==> src/rtl/stepper_pkg.sv <==
// Shared definitions for the stepper motor control blocks.
//   seq_state_t     : move sequencer state encoding
//   STEP_W_DEF      : default width of step counts and ramp counters
//   INTERVAL_W_DEF  : default width of driver interval values
package stepper_pkg;

  localparam int STEP_W_DEF     = 16;
  localparam int INTERVAL_W_DEF = 8;

  typedef enum logic [2:0] {
    S_IDLE   = 3'd0,
    S_ACCEL  = 3'd1,
    S_CRUISE = 3'd2,
    S_DECEL  = 3'd3,
    S_DONE   = 3'd4
  } seq_state_t;

endpackage

==> src/rtl/step_event_detect.sv <==
// Detects one motor step from the driver's phase output.
//   clk, rst_n : clock, async active-low reset
//   step_drv   : driver phase output (4 bits)
//   motor_en   : driver enable as currently driven by the sequencer
//   step_evt   : strobe, high for one cycle when the phase changes while the
//                driver was enabled both in the previous and current cycle
// Requiring enable in both cycles rejects the driver clearing its phase to 0
// when it is switched off.
module step_event_detect (
  input  logic       clk,
  input  logic       rst_n,
  input  logic [3:0] step_drv,
  input  logic       motor_en,
  output logic       step_evt
);

  logic [3:0] step_q;
  logic       en_q;

  always_ff @(posedge clk or negedge rst_n) begin
    if (!rst_n) begin
      step_q <= '0;
      en_q   <= 1'b0;
    end else begin
      step_q <= step_drv;
      en_q   <= motor_en;
    end
  end

  assign step_evt = en_q && motor_en && (step_q != step_drv);

endmodule

==> src/rtl/stepper_move_sequencer.sv <==
// Move-level controller for the stepper driver: accepts one move command at
// a time and runs a linear accelerate / cruise / decelerate ramp, counting
// steps from the driver's phase output.
//   clk, rst_n          : clock, async active-low reset
//   cmd_valid/cmd_ready : command handshake (ready only in IDLE)
//   cmd_steps           : steps to move
//   cmd_reverse         : direction of the move
//   cmd_start_interval  : interval at start and end of the move (slowest)
//   cmd_min_interval    : cruise interval (fastest)
//   abort               : controlled stop request
//   step_drv            : driver phase output
//   motor_en, reverse, motor_interval : driver controls
//   busy                : move in progress
//   done                : one-cycle pulse at end of move
//   steps_remaining     : steps left in the current move
//
// state  | meaning
// IDLE   | waiting for a command, cmd_ready high
// ACCEL  | interval decremented on every step until it reaches min
// CRUISE | interval held at its current value
// DECEL  | interval incremented on every step back towards start
// DONE   | single-cycle end of move, done pulse
module stepper_move_sequencer
  import stepper_pkg::*;
#(
  parameter int STEP_W     = STEP_W_DEF,
  parameter int INTERVAL_W = INTERVAL_W_DEF
) (
  input  logic                  clk,
  input  logic                  rst_n,
  input  logic                  cmd_valid,
  output logic                  cmd_ready,
  input  logic [STEP_W-1:0]     cmd_steps,
  input  logic                  cmd_reverse,
  input  logic [INTERVAL_W-1:0] cmd_start_interval,
  input  logic [INTERVAL_W-1:0] cmd_min_interval,
  input  logic                  abort,
  input  logic [3:0]            step_drv,
  output logic                  motor_en,
  output logic                  reverse,
  output logic [INTERVAL_W-1:0] motor_interval,
  output logic                  busy,
  output logic                  done,
  output logic [STEP_W-1:0]     steps_remaining
);

  seq_state_t            state_q, state_d;
  logic [STEP_W-1:0]     rem_q, rem_d;
  logic [STEP_W-1:0]     acc_q, acc_d;
  logic [INTERVAL_W-1:0] interval_q, interval_d;
  logic [INTERVAL_W-1:0] start_q, start_d;
  logic [INTERVAL_W-1:0] min_q, min_d;
  logic                  rev_q, rev_d;
  logic                  abort_q, abort_d;
  logic                  step_evt;
  logic                  moving_d;

  logic [STEP_W-1:0]     rem_dec;
  logic [INTERVAL_W-1:0] interval_inc;
  logic [INTERVAL_W-1:0] interval_dec;

  step_event_detect u_step_event_detect (
    .clk      (clk),
    .rst_n    (rst_n),
    .step_drv (step_drv),
    .motor_en (motor_en),
    .step_evt (step_evt)
  );

  // rem is at least 1 in every moving state, so the decrement cannot wrap.
  assign rem_dec      = rem_q - STEP_W'(1);
  assign interval_inc = (interval_q >= start_q) ? start_q : interval_q + INTERVAL_W'(1);
  // ACCEL is only entered with min < start and left once interval hits min.
  assign interval_dec = interval_q - INTERVAL_W'(1);

  always_comb begin
    state_d    = state_q;
    rem_d      = rem_q;
    acc_d      = acc_q;
    interval_d = interval_q;
    start_d    = start_q;
    min_d      = min_q;
    rev_d      = rev_q;
    abort_d    = abort_q;
    unique case (state_q)
      S_IDLE: begin
        if (cmd_valid) begin
          rem_d      = cmd_steps;
          acc_d      = '0;
          interval_d = cmd_start_interval;
          start_d    = cmd_start_interval;
          min_d      = cmd_min_interval;
          rev_d      = cmd_reverse;
          abort_d    = 1'b0;
          if (cmd_steps == '0)
            state_d = S_DONE;
          else if (cmd_min_interval >= cmd_start_interval)
            state_d = S_CRUISE;
          else
            state_d = S_ACCEL;
        end
      end
      S_ACCEL, S_CRUISE, S_DECEL: begin
        if (step_evt) begin
          rem_d = rem_dec;
          if (rem_dec == '0) begin
            state_d = S_DONE;
          end else if (state_q == S_DECEL) begin
            // An aborted move stops on the first step once back at start speed.
            if (abort_q && (interval_q == start_q))
              state_d = S_DONE;
            else
              interval_d = interval_inc;
          end else if (rem_dec <= acc_q) begin
            state_d    = S_DECEL;
            interval_d = interval_inc;
          end else if (state_q == S_ACCEL) begin
            interval_d = interval_dec;
            acc_d      = acc_q + STEP_W'(1);
            if (interval_dec == min_q)
              state_d = S_CRUISE;
          end
        end
        // Abort is applied after the step rules of the same cycle.
        if (abort && (state_q != S_DECEL) && (state_d != S_DONE)) begin
          state_d = S_DECEL;
          abort_d = 1'b1;
        end
      end
      S_DONE:  state_d = S_IDLE;
      default: state_d = S_IDLE;
    endcase
  end

  assign moving_d = (state_d == S_ACCEL) || (state_d == S_CRUISE) || (state_d == S_DECEL);

  always_ff @(posedge clk or negedge rst_n) begin
    if (!rst_n) begin
      state_q    <= S_IDLE;
      rem_q      <= '0;
      acc_q      <= '0;
      interval_q <= '0;
      start_q    <= '0;
      min_q      <= '0;
      rev_q      <= 1'b0;
      abort_q    <= 1'b0;
      motor_en   <= 1'b0;
      busy       <= 1'b0;
      done       <= 1'b0;
      cmd_ready  <= 1'b1;
    end else begin
      state_q    <= state_d;
      rem_q      <= rem_d;
      acc_q      <= acc_d;
      interval_q <= interval_d;
      start_q    <= start_d;
      min_q      <= min_d;
      rev_q      <= rev_d;
      abort_q    <= abort_d;
      motor_en   <= moving_d;
      busy       <= moving_d;
      done       <= (state_d == S_DONE);
      cmd_ready  <= (state_d == S_IDLE);
    end
  end

  assign reverse         = rev_q;
  assign motor_interval  = interval_q;
  assign steps_remaining = rem_q;

endmodule

==> config.mk <==
export PLATFORM = sky130hd
export DESIGN_NAME = stepper_move_sequencer
export DESIGN_NICKNAME = d
export VERILOG_FILES = /design/src/rtl/stepper_pkg.sv /design/src/rtl/step_event_detect.sv /design/src/rtl/stepper_move_sequencer.sv
export SDC_FILE = /design/constraint.sdc
export NUM_CORES = 1
export LEC_CHECK = 0
export CAP_MARGIN = 10
export CORE_UTILIZATION = 56
export DETAILED_ROUTE_END_ITERATION = 8
export PLACE_DENSITY = 0.93
export SLEW_MARGIN = 5
export SYNTH_ARGS = -nofsm -noshare
export SYNTH_HDL_FRONTEND = slang
export SYNTH_HIERARCHICAL = 1
export SYNTH_SLANG_ARGS = --single-unit
==> constraint.sdc <==
create_clock -name clk -period 4.6 [get_ports clk]
set_clock_uncertainty 0.05 [all_clocks]
set_input_delay 0.92 -clock clk [delete_from_list [all_inputs] [get_ports clk]]
set_output_delay 0.92 -clock clk [all_outputs]
set_load 0.005 [all_outputs]
# Word level (Yosys, flattened, before mapping)
# Index checks and enable logic that the tools add are counted.
# word_totals
reg_bits	69
out_inout_bits	29
elab_cells	94
inputBits	41
# classes
addsub	4
mux	35
n_eq_ne	21
n_lt_le_gt_ge	3
n_reduce_logical	18
# op_table
operator	n
2-to-1 mux 16 bit	8
2-to-1 mux 8 bit	8
case mux 16 bit (2 select lines)	2
2-to-1 mux 3 bit	11
logical NOT 16 bit	2
adder 16 x 1 -> 16 bit, second input constant	1
== test 8 bit	2
greater-or-equal comparator 8 bit	2
<= comparator 16 bit	1
case mux 8 bit (2 select lines)	1
subtractor 16 x 1 -> 16 bit, second input constant	1
!= test 2 bit, second input constant	7
== test 3 x 2 -> 1 bit, second input constant	4
adder 8 x 1 -> 8 bit, second input constant	1
subtractor 8 x 1 -> 8 bit, second input constant	1
AND reduction 7 bit	1
== test 3 x 1 -> 1 bit, second input constant	2
logical NOT 3 bit	2
!= test 3 bit, second input constant	2
case mux 3 bit (2 select lines)	1
AND reduction 3 bit	2
AND reduction 6 bit	1
logical AND 1 bit	5
!= test 4 bit	1
other kinds (10)	12

# Depth between registers and ports, before layout
# depth
depth_word	16
depth_mapped	16
ltp_nobuf	15

# Hierarchy
# Netlist, hierarchy kept.
# by_module_without_submodules
mod	seq_area_each_um2	cells_per_inst	n_inst	area_per_inst_um2
stepper_move_sequencer	1602.8	588	1	4904.7
step_event_detect	125.1	11	1	172.7

# Least setup slack after synthesis
# OpenSTA, ideal clock, no wires.
# synth_path
kind	register -> register
startpoint	reg rem_q[0], in the netlist steps_remaining[0]
endpoint	reg interval_q[1], in the netlist motor_interval[1]
t_arrival_ns	3.624
path_slack_ns	0.783
required_time_ns	4.407
synth_period_minus_slack_ns	3.817
setup_time_ns	0.143
stages_incl_launch_ff	16
path_buffers	1
path_cell_list	dfrtp_1 inv_1 ha_1 nor3b_2 nand2_1 nor3_1 xor2_1 ha_1 nand4_1 a2111o_1 a21oi_1 and2_1 clkbuf_1 nor2_1 a2111oi_0 o22ai_1
# synth_between
elab_chain_len	7
word_cells_on_any_way	11
cone_classes	add/sub: 1; order compare: 1; eq/ne: 2; mux: 5; reduce/logical: 2
# synth_rtl
item	line_no	source
from (decl)	stepper_move_sequencer.sv:48	logic [STEP_W-1:0] rem_q, rem_d;
from (signal assigned)	stepper_move_sequencer.sv:153	rem_q <= rem_d;
subtractor 16 x 1 -> 16 bit *	stepper_move_sequencer.sv:71	assign rem_dec = rem_q - STEP_W'(1);
<= comparator 16 bit	stepper_move_sequencer.sv:114	end else if (rem_dec <= acc_q) begin
2-to-1 mux 8 bit	stepper_move_sequencer.sv:114	
2-to-1 mux 8 bit	stepper_move_sequencer.sv:108	end else if (state_q == S_DECEL) begin
2-to-1 mux 8 bit	stepper_move_sequencer.sv:106	if (rem_dec == '0) begin
2-to-1 mux 8 bit	stepper_move_sequencer.sv:104	if (step_evt) begin
case mux 8 bit (2 select lines)	stepper_move_sequencer.sv:85	unique case (state_q)
to (signal assigned)	stepper_move_sequencer.sv:155	interval_q <= interval_d;
to (decl)	stepper_move_sequencer.sv:50	logic [INTERVAL_W-1:0] interval_q, interval_d;
# Every way passes the cells marked *; elsewhere a longest branch is shown, timed or not. The select of a mux whose other input is x is not followed.
# A chain may end at the register's enable or synchronous reset.

# Final worst setup path
# layout_path
startpoint	reg rem_q[1], in the netlist steps_remaining[1]
endpoint	reg interval_q[0], in the netlist motor_interval[0]
# Same word-level chain as after synthesis.

==> flow_metrics.tcl <==
set metrics [dict create \
    status "finished clean" \
    cts_buffers 9 \
    drive_above_1_share 0.09394 \
    cts-root-buf "clkbuf_8" \
    path_class "reg -> reg" \
    fin_tns_setup_ps 0 \
    io_buffer_count 69 \
    dieArea_um2 9452 \
    crit_end "motor_interval[0]" \
    r2r_start "steps_remaining[1]" \
    synth_area_leaders "dfrtp_1 34%, ha_1 9.1%, nand2_1 5.9%, o21ai_0 4.2%, xnor2_1 3.6%" \
    holdWs_ps 402.7 \
    hp-class "reg -> reg" \
    max_slew.worst_pin.slew_ps 982.2 \
    grt_pass1_wl_um 23630 \
    cap_violations 0 \
    yosysWarnings 6 \
    synth-simple-area-share 0.2235 \
    p_leak_nw 2.586 \
    ff2ff_path_depth 15 \
    netSwitchingPower_mw 1.936 \
    p_int_mw 2.264 \
    cts_hold_buffers 0 \
    synth_ff_type "dfrtp_1" \
    start_kind "flip-flop" \
    synth_top_family_by_area "simple AND/OR/NAND/NOR gates" \
    synth_top_cell_area_share 0.3351 \
    clockBufferDepth 2 \
    clk_pin_slew_ps 90 \
    drtPass1Iterations 6 \
    multi_input_comb_area_um2 3070 \
    ant_nets 0 \
    startpoint "steps_remaining[1]" \
    antenna_found_initial 0 \
    critPathMaxFanout 7 \
    final_net_count 733 \
    cp-end-kind "flip-flop" \
    min_period_ps 4329 \
    wire_per_inst_um 19.11 \
    hold_viol_final 0 \
    grt-ovfl-total 0 \
    htreeDepth 3 \
    synth.distinct_cells 67 \
    synth_commonest_cells "80 x nand2_1, 68 x dfrtp_1, 45 x inv_1, 43 x o21ai_0, 37 x ha_1" \
    regToRegSetupSlack_ps 270 \
    dpl.hpwl_um 10270 \
    grt_max_degree 39 \
    die_y_um 97.22 \
    syn_nets 677 \
    clkPwrFrac 0.150 \
    start_util 0.5794 \
    async_flop_share 1.000 \
    max_freq_ghz 0.2310 \
    area_delta_synth_final_pct 20.18 \
    slew-limit-headroom 0.3408 \
    core_um2 8763 \
    grt_pass1_vias 4659 \
    syn_inst 599 \
    routed_via_density 6.438 \
    maxSlewViolCount 0 \
    postSynthAreaPerCell_um2 8.476 \
    combPwrFrac 0.550 \
    synth-seq-cells 69 \
    r2r-end "motor_interval[0]" \
    synth_compound_area_frac 0.1989 \
    seqCellArea_um2 1728 \
    io_pins 70 \
    cts.sinks 69 \
    fin_crit_sh 0.9410 \
    diodes 0 \
    synth-edff-count 0 \
    synth_fa_ha_area_frac 0.09118 \
    track_usage 0.3124 \
    pwr_density_cell_nw_per_um2 688.3 \
    post_synth_xor_area_fraction 0.05692 \
    holdPathStages 0 \
    drtIter0Drc 508 \
    routed_wl_um 14680 \
    swShare 0.4610 \
    drc_errors 0 \
    cts_tree "yes" \
    required_ps 4810 \
    synth_area_um2 5077 \
    synth_most_common_cell "nand2_1" \
    vias 4944 \
    clk_latency_ps 370 \
    rsz0062_at_grt "no" \
    worstPathArrival_ps 4540 \
    nFillCells 651 \
    pwr-share-seq 0.300 \
    vdd_ir_drop_max_v 0.0002872 \
    finalSetupViolations 0 \
    num_rows 34 \
    synth-seq-area-share 0.3403 \
    place_congestion 0.9051 \
    die_w_um 97.22 \
    synth_area_leader_cell "dfrtp_1" \
    synthMuxAreaShare 0.02415 \
]
[flip-flops by register name (all words and copies together), names as in the netlist]
register                    flops
start_q                         8
acc_q                          16
u_step_event_detect/en_q        1
motor_interval                  8
busy                            1
min_q                           8
steps_remaining                16
u_step_event_detect/step_q      4
abort_q                         1
state_q                         3
reverse                         1
done                            1
cmd_ready                       1
[critical path, cell delays in order, from the launching register on]
cell and delay (ps):
dfrtp_1 460, inv_1 140, ha_1 190, nor3b_4 360, nand4_1 190, nor2_1 170, xor2_1 280, ha_1 290
nand4_1 210, nor2_1 80, a2111oi_1 520, a21oi_2 250, nand2_1 290, nand2_1 190, o2111a_1 310, a221o_1 250
[final cells by class]
type                    count  area share
inverters                  45     0.02768
well taps                 108     0.02214
clock buffers               9     0.02030
flip-flops and latches     69      0.2832
repair buffers             78      0.1234
multi-input cells         452      0.5032
clock inverters             7     0.02009
[per-layer routing]
layer	vias to the layer above	track usage	part of all wire
met5	-	0	0
met2	282	0.4745	0.45
met4	0	0.1244	0.031
met1	2341	0.4275	0.42
li1	2263	-	-
met3	58	0.07986	0.094
[worst min path at each step]
stage                     from                  endpoint  slack (ps)
after floorplan           busy  u_step_event_detect/en_q         370
after global placement    busy  u_step_event_detect/en_q         360
after detailed placement  busy  u_step_event_detect/en_q         380
after CTS                 busy  u_step_event_detect/en_q         400
after global routing      busy  u_step_event_detect/en_q         430
final                     busy  u_step_event_detect/en_q         400
[stage by stage]
stage / area, um^2 / total power, mW / std cells / setup WS, ps / utilization
4_1_cts: 6066 / 4.099 / 767 / 130.6 / 0.6922
3_5_place_dp: 5819 / 3.438 / 751 / 181.7 / 0.6640
5_1_grt: 6102 / 4.487 / 768 / 14.72 / 0.6963
3_3_place_gp: 5819 / 3.299 / 751 / 443.4 / 0.6640
6_report: 6102 / 4.200 / 768 / 271.2 / 0.6963
2_1_floorplan: 5077 / 2.694 / 599 / 783.3 / -
[kinds of logic after synthesis]
family / count (synthesis)
flops: 69
buf+inv: 79
xor+xnor: 33
fa+ha+maj: 37
compound gates: 148
mux: 12
simple gates: 221
[what timing repair did]
| action | in CTS | in global routing |
|---|---|---|
| buffers inserted | 0 | 0 |
| resized for setup | 0 | 5 |
| endpoints found under the setup margin | 0 | 24 |
| endpoints found under the hold margin | 0 | 0 |
[power groups by stage]
| stage | logic [mW] | registers, mW | clock network [mW] |
|---|---|---|---|
| finish | 2.31 | 1.26 | 0.630 |
| floorplan | 1.61 | 1.09 | 0 |
| global route | 2.54 | 1.30 | 0.652 |
| detailed placement | 2.19 | 1.25 | 0 |
| CTS | 2.24 | 1.24 | 0.626 |
| global placement | 2.07 | 1.22 | 0 |
[cells in the final DEF (no fill, tap or decap), types with 12 or more instances in the layout]
cell type	Yosys	final
a21oi_1	32	29
clkdlybuf4s50_1	0	68
dfrtp_1	68	68
ha_1	37	37
inv_1	45	45
nand2_1	80	80
nand3_1	14	14
nand4_1	13	13
nor2_1	35	34
nor3_1	18	18
o21ai_0	43	43
or4_1	13	13
xnor2_1	21	21
xor2_1	12	12
Power figures use the tool's default switching activity.
